`config.mk`:
```
export PLATFORM = sky130hd
export DESIGN_NAME = uart_tx_port
export DESIGN_NICKNAME = d
export VERILOG_FILES = /design/src/rtl/uart_tx_port.sv
export SDC_FILE = /design/constraint.sdc
export NUM_CORES = 1
export LEC_CHECK = 0
export CAP_MARGIN = 30
export CELL_PAD_IN_SITES_DETAIL_PLACEMENT = 1
export CELL_PAD_IN_SITES_GLOBAL_PLACEMENT = 2
export CORE_MARGIN = 4
export CORE_UTILIZATION = 25
export CTS_CLUSTER_SIZE = 10
export DETAILED_ROUTE_END_ITERATION = 8
export PLACE_DENSITY = 0.81
export SLEW_MARGIN = 20
export SYNTH_ARGS = -nofsm -noshare
export SYNTH_HDL_FRONTEND = slang
export SYNTH_SLANG_ARGS = --single-unit
```
`constraint.sdc`:
```
create_clock -name clk -period 3.2 [get_ports clk]
set_input_delay 0.48 -clock clk [delete_from_list [all_inputs] [get_ports clk]]
set_output_delay 0.48 -clock clk [all_outputs]
set_load 0.01 [all_outputs]
```
`src/rtl/uart_tx_port.sv`:
```
// uart_tx_port: memory-mapped 8N1 UART transmitter with a small byte FIFO.
// TXDATA at BASE_ADDR queues a byte; STATUS at BASE_ADDR+4 reports
// {count, ovf, empty, full, busy}. Writing STATUS with bit 3 set clears ovf.
module uart_tx_port #(
    parameter int unsigned CLKS_PER_BIT = 434,
    parameter logic [31:0] BASE_ADDR    = 32'h1001_0040,
    parameter int unsigned FIFO_DEPTH   = 4
) (
    input  logic        clk,
    input  logic        rst,
    input  logic [31:0] Adr_in,
    input  logic        MemWrite_in,
    input  logic [31:0] Data_in,
    output logic [31:0] Data_out,
    output logic        tx
);

    localparam int unsigned PW = $clog2(FIFO_DEPTH);
    localparam int unsigned CW = PW + 1;
    localparam int unsigned BW = $clog2(CLKS_PER_BIT);

    typedef enum logic [1:0] {StIdle, StStart, StData, StStop} state_e;

    state_e          state_q, state_d;
    logic [BW-1:0]   baud_q, baud_d;
    logic [2:0]      bit_q, bit_d;
    logic [7:0]      shift_q, shift_d;
    logic            tx_q, tx_d;
    logic            ovf_q, ovf_d;

    logic [7:0]      mem [FIFO_DEPTH];
    logic [PW-1:0]   wr_ptr_q, rd_ptr_q;
    logic [CW-1:0]   count_q, count_d;
    logic [3:0]      count4;

    logic sel_data, sel_stat;
    logic push_req, push_ok, pop;
    logic full, empty, busy, baud_last;
    logic unused_data;

    assign sel_data  = (Adr_in == BASE_ADDR);
    assign sel_stat  = (Adr_in == BASE_ADDR + 32'd4);
    assign push_req  = MemWrite_in && sel_data;
    assign full      = (count_q == CW'(FIFO_DEPTH));
    assign empty     = (count_q == '0);
    assign busy      = (state_q != StIdle);
    assign pop       = (state_q == StIdle) && !empty;
    // A full FIFO still accepts when the head leaves in the same cycle.
    assign push_ok   = push_req && (!full || pop);
    assign count_d   = count_q + CW'(push_ok) - CW'(pop);
    assign count4    = 4'(count_q);
    assign baud_last = (baud_q == BW'(CLKS_PER_BIT - 1));
    assign tx        = tx_q;
    assign unused_data = ^Data_in[31:8];

    // Sticky overflow: a drop in the same cycle as a clear keeps it set.
    always_comb begin
        ovf_d = ovf_q;
        if (MemWrite_in && sel_stat && Data_in[3]) ovf_d = 1'b0;
        if (push_req && !push_ok) ovf_d = 1'b1;
    end

    // Bus read mux, combinational on the address.
    always_comb begin
        Data_out = 32'd0;
        if (sel_stat) Data_out = {24'd0, count4, ovf_q, empty, full, busy};
    end

    // Transmit FSM next state; tx_d is derived from the next state so tx is registered.
    always_comb begin
        state_d = state_q;
        baud_d  = baud_q;
        bit_d   = bit_q;
        shift_d = shift_q;
        case (state_q)
            StIdle: begin
                if (pop) begin
                    shift_d = mem[rd_ptr_q];
                    baud_d  = '0;
                    state_d = StStart;
                end
            end
            StStart: begin
                if (baud_last) begin
                    baud_d  = '0;
                    bit_d   = 3'd0;
                    state_d = StData;
                end else begin
                    baud_d = baud_q + 1'b1;
                end
            end
            StData: begin
                if (baud_last) begin
                    baud_d  = '0;
                    shift_d = {1'b0, shift_q[7:1]};
                    if (bit_q == 3'd7) state_d = StStop;
                    else               bit_d   = bit_q + 3'd1;
                end else begin
                    baud_d = baud_q + 1'b1;
                end
            end
            StStop: begin
                if (baud_last) begin
                    baud_d  = '0;
                    state_d = StIdle;
                end else begin
                    baud_d = baud_q + 1'b1;
                end
            end
            default: state_d = StIdle;
        endcase
        case (state_d)
            StStart: tx_d = 1'b0;
            StData:  tx_d = shift_d[0];
            default: tx_d = 1'b1;
        endcase
    end

    // State, counters, FIFO pointers and flags; reset wins over everything.
    always_ff @(posedge clk) begin
        if (rst) begin
            state_q  <= StIdle;
            baud_q   <= '0;
            bit_q    <= 3'd0;
            shift_q  <= 8'd0;
            tx_q     <= 1'b1;
            ovf_q    <= 1'b0;
            wr_ptr_q <= '0;
            rd_ptr_q <= '0;
            count_q  <= '0;
        end else begin
            state_q <= state_d;
            baud_q  <= baud_d;
            bit_q   <= bit_d;
            shift_q <= shift_d;
            tx_q    <= tx_d;
            ovf_q   <= ovf_d;
            count_q <= count_d;
            if (push_ok) wr_ptr_q <= wr_ptr_q + 1'b1;
            if (pop)     rd_ptr_q <= rd_ptr_q + 1'b1;
        end
    end

    // FIFO storage; contents need no reset since the pointers define validity.
    always_ff @(posedge clk) begin
        if (!rst && push_ok) mem[wr_ptr_q] <= Data_in[7:0];
    end

endmodule
```
==> key figures <==
Timing
  • RSZ-0062 raised after global routing: false
  • Final setup fails: 0
  • Max_slew headroom: between 60 and 70%
  • Final period utilization: around 93%
  • Final hold violations: 0
  • Fin crit period: a little under 3 ns
  • Layout Skew: ~0.0065 ns
  • Peak Freq: 337 MHz
  • Slew @ Worst Pin: 0.555 ns
  • Max-slew violations: 0
  • Fin Setup TNS: 0 ns
  • Post-route worst setup slack: approximately 0.24 ns

Cells and area
  • Layout Nets: around 410
  • Leading cell types in the layout, fill and taps excluded: clkdlybuf4s50_1 (49), dfxtp_1 (33), edfxtp_1 (32), nor2_1 (29), conb_1 (25)
  • Register area: ~0.0016 mm2
  • Core Util, Final: between 30% and 40%
  • Syn-to-layout area delta: 31.1%
  • ANT cells: 0
  • Fin area: 0.00406 mm2
  • Most common cell after layout, fill and taps aside: clkdlybuf4s50_1
  • Multi-input logic area: approximately 0.0013 mm2
  • Layout cells sized above 1: 12.0%
  • Layout Cells excl Fill: just over 500
  • Layout fillers: 1354

Yosys
  • Synth warn: 0
  • Netlist cell types: between 40 and 50
  • Mapped Cells: 277
  • Post-synth EDFFs: 32
  • Main synth FF type: dfxtp_1
  • Syn_area_per_cell: around 11 um2
  • Async S/R FF share, synth: 0%
  • #FFs+latches synth: 65
  • Sequential-to-total area share from yosys stat: between 50% and 60%
  • Post-Syn Area: 0.00309 mm2

Power
  • Static leakage: about 1.5 nW
  • Switch share: about 30%
  • P_sw: between 0.7 and 0.8 mW
  • Combinational fraction of design power: around 22%
  • Clock power frac: 37.7%
  • Power density cells: 658 mW/mm2
  • Worst vdd ir: between 300 and 400 uV
  • Internal power: about 1.9 mW
  • Sequential share of power: 39.9%

Worst setup path
  • Worst EP arrival: between 3 and 4 ns
  • Worst EP required: between 3 and 4 ns
  • R2R Path Start: state_q[1]
  • Worst path bufs/invs: 4
  • Max incr delay on CP: approximately 0.41 ns
  • CP Capture Type: flip-flop
  • Critical Path Source Type: input pin
  • Delay-heaviest family, CP: simple AND/OR/NAND/NOR gates
  • Critical Path, Cell by Cell: clkdlybuf4s50_1 > nor4b_1 > nand4_1 > buf_4 > buf_4 > nor4_2 > a21o_1 > ha_1 > inv_1 > fa_1 > xnor2_1 > xnor2_1 > nor2_1
  • Critical-path maximum fanout: 3
  • CP max-delay cell: clkdlybuf4s50_1
  • CP Class: input pin to flip-flop
  • Setup crit start: Adr_in[5]

Min path
  • Hold Startpoint: shift_q[2]
  • Worst Hold Class: flip-flop to flip-flop

Route
  • Vias: ~2200
  • Drt drc: 0
  • Detailed Route Iter0 Violations: 75
  • Avg WL per Cell: approximately 14 um
  • Final wirelength: roughly 7.0 mm
  • Router iterations before antenna repair: 4
  • Detail Route Antenna Nets: 0
  • Via density per instance: about 4.3

Place
  • Placed Area: 0.00371 mm2
  • Worst slack, placed: 0.0422 ns
  • # placed instances: just under 500
  • Final GP Congestion: 0.753
  • Number of port buffers: 50
  • Detailed Place HPWL: approximately 5.2 mm

Global route
  • Number of global-route vias before repair: roughly 2300
  • GRT Util Overall: a little over 10%
  • Global route overflow: 0
  • Pin count of the biggest net entering global routing: 34
  • Initial antenna violation count: 0
  • Global-route wire length before repair: approximately 12 mm

Clock network
  • Hold buffers post-CTS: 0
  • Num Clock Sinks: between 60 and 70
  • H-tree levels: 3
  • Clk slew on worst S/H paths: 0.06 ns
  • Root Buffer: clkbuf_16
  • Worst skew pair latency: approximately 0.33 ns
  • Clock Path Buffers: 2
  • CTS tree: done
  • CTS buffer count: 9

Die
  • I/O Pins: 100
  • Core area: ~0.012 mm2
  • Die H: 119 um
  • # rows: 40
  • Die area: between 0.01 and 0.015 mm2
  • Initial Util: between 20% and 30%
  • Die Wd: 119 um

Outcome
  • Status: finished, final reports clean

Flow run
  • Max cap viols: 0
## through the flow
stage	hold slack (ns)	total power, mW
2_1_floorplan	0.436	1.51
3_3_place_gp	0.446	1.67
3_5_place_dp	0.451	1.69
4_1_cts	0.459	2.72
5_1_grt	0.493	2.85
6_report	0.458	2.67
## flip-flops by register name (all words and copies together), names as in the netlist, named ones only
| register | cells |
|---|---|
| shift_q | 8 |
| ovf_q | 1 |
| rd_ptr_q | 2 |
| mem | 32 |
| state_q | 2 |
| count_q | 3 |
| baud_q | 9 |
| bit_q | 3 |
| tx | 1 |
| wr_ptr_q | 2 |
## power by group through the flow
| stage | registers [mW] | logic [mW] | clock network, mW |
|---|---|---|---|
| global placement | 1.09 | 0.584 | 0 |
| floorplan | 1.02 | 0.491 | 0 |
| finish | 1.07 | 0.597 | 1.01 |
| global route | 1.09 | 0.675 | 1.09 |
| detailed placement | 1.09 | 0.600 | 0 |
| CTS | 1.07 | 0.605 | 1.04 |
## layout make-up
cell class | instances | area share, %
Clock inverter | 7 | 2.10
Sequential cell | 65 | 40.0
Multi-Input combinational cell | 195 | 32.4
Inverter | 6 | 0.555
Clock buffer | 9 | 5.55
Timing Repair Buffer | 60 | 14.3
Tap cell | 168 | 5.18
## worst register-to-register path, delay by kind of cell (launching register included)
kind	cells	cell delay (ns)
and+or+nand+nor	4	0.95
xor gates and xnor gates	2	0.32
adders and majority gates	2	0.50
buffers and inverters	1	0.05
DFF	1	0.43
AOI/OAI and AO/OA	1	0.17
## cells in the mapped netlist (all sizes together) (2+ instances only)
cell / n / area share (%)
a21o: 2 / 0.49
a21oi: 17 / 2.8
a22oi: 8 / 1.9
a311oi: 2 / 0.57
a41oi: 2 / 0.57
and2: 4 / 0.81
and3: 7 / 1.4
buf: 28 / 6.7
clkbuf: 7 / 0.85
dfxtp: 33 / 21
edfxtp: 32 / 31
ha: 9 / 3.6
inv: 6 / 0.73
mux2i: 2 / 0.65
mux4: 8 / 5.8
nand2: 21 / 2.5
nand2b: 2 / 0.40
nand3: 2 / 0.32
nand3b: 4 / 0.97
nand4: 3 / 0.61
nor2: 31 / 4.3
nor2b: 3 / 0.61
nor3: 5 / 1.2
nor3b: 4 / 0.97
nor4: 9 / 2.0
nor4b: 2 / 0.57
o21ai: 8 / 1.3
xnor2: 4 / 1.1
## routing by layer
layer	vias to the layer above	GRT usage, %	share of wire [%]
li1	1085	-	-
met1	1084	11.5	43
met2	39	18.8	53
met3	6	2.94	3.2
met4	0	2.46	0.67
met5	-	0	0
## kinds of logic after synthesis
kind of cell	Yosys count	synth area share, %
adders and majority gates	10	4.29
xor gates and xnor gates	5	1.42
AOI/OAI and AO/OA	46	9.75
muxes	10	6.47
DFF	65	52.4
buffers and inverters	41	8.29
other	1	0.121
and+or+nand+nor	99	17.2
## path summary, 6_finish.rpt
path / slack [ns] / to / cells past startpoint
max: 0.24 / count_q[2] / 13
min: 0.46 / shift_q[2] / 2
max reg2reg: 0.67 / count_q[2] / 10
min reg2reg: 0.46 / shift_q[2] / 2
## what timing repair did
| item | 4_1_cts | 5_1_grt |
|---|---|---|
| gates resized for setup | 0 | 3 |
| setup buffers | 0 | 3 |
| setup endpoints to repair | 0 | 4 |
| hold endpoints to repair | 0 | 0 |
No activity file was read; power rests on OpenSTA's default activity.
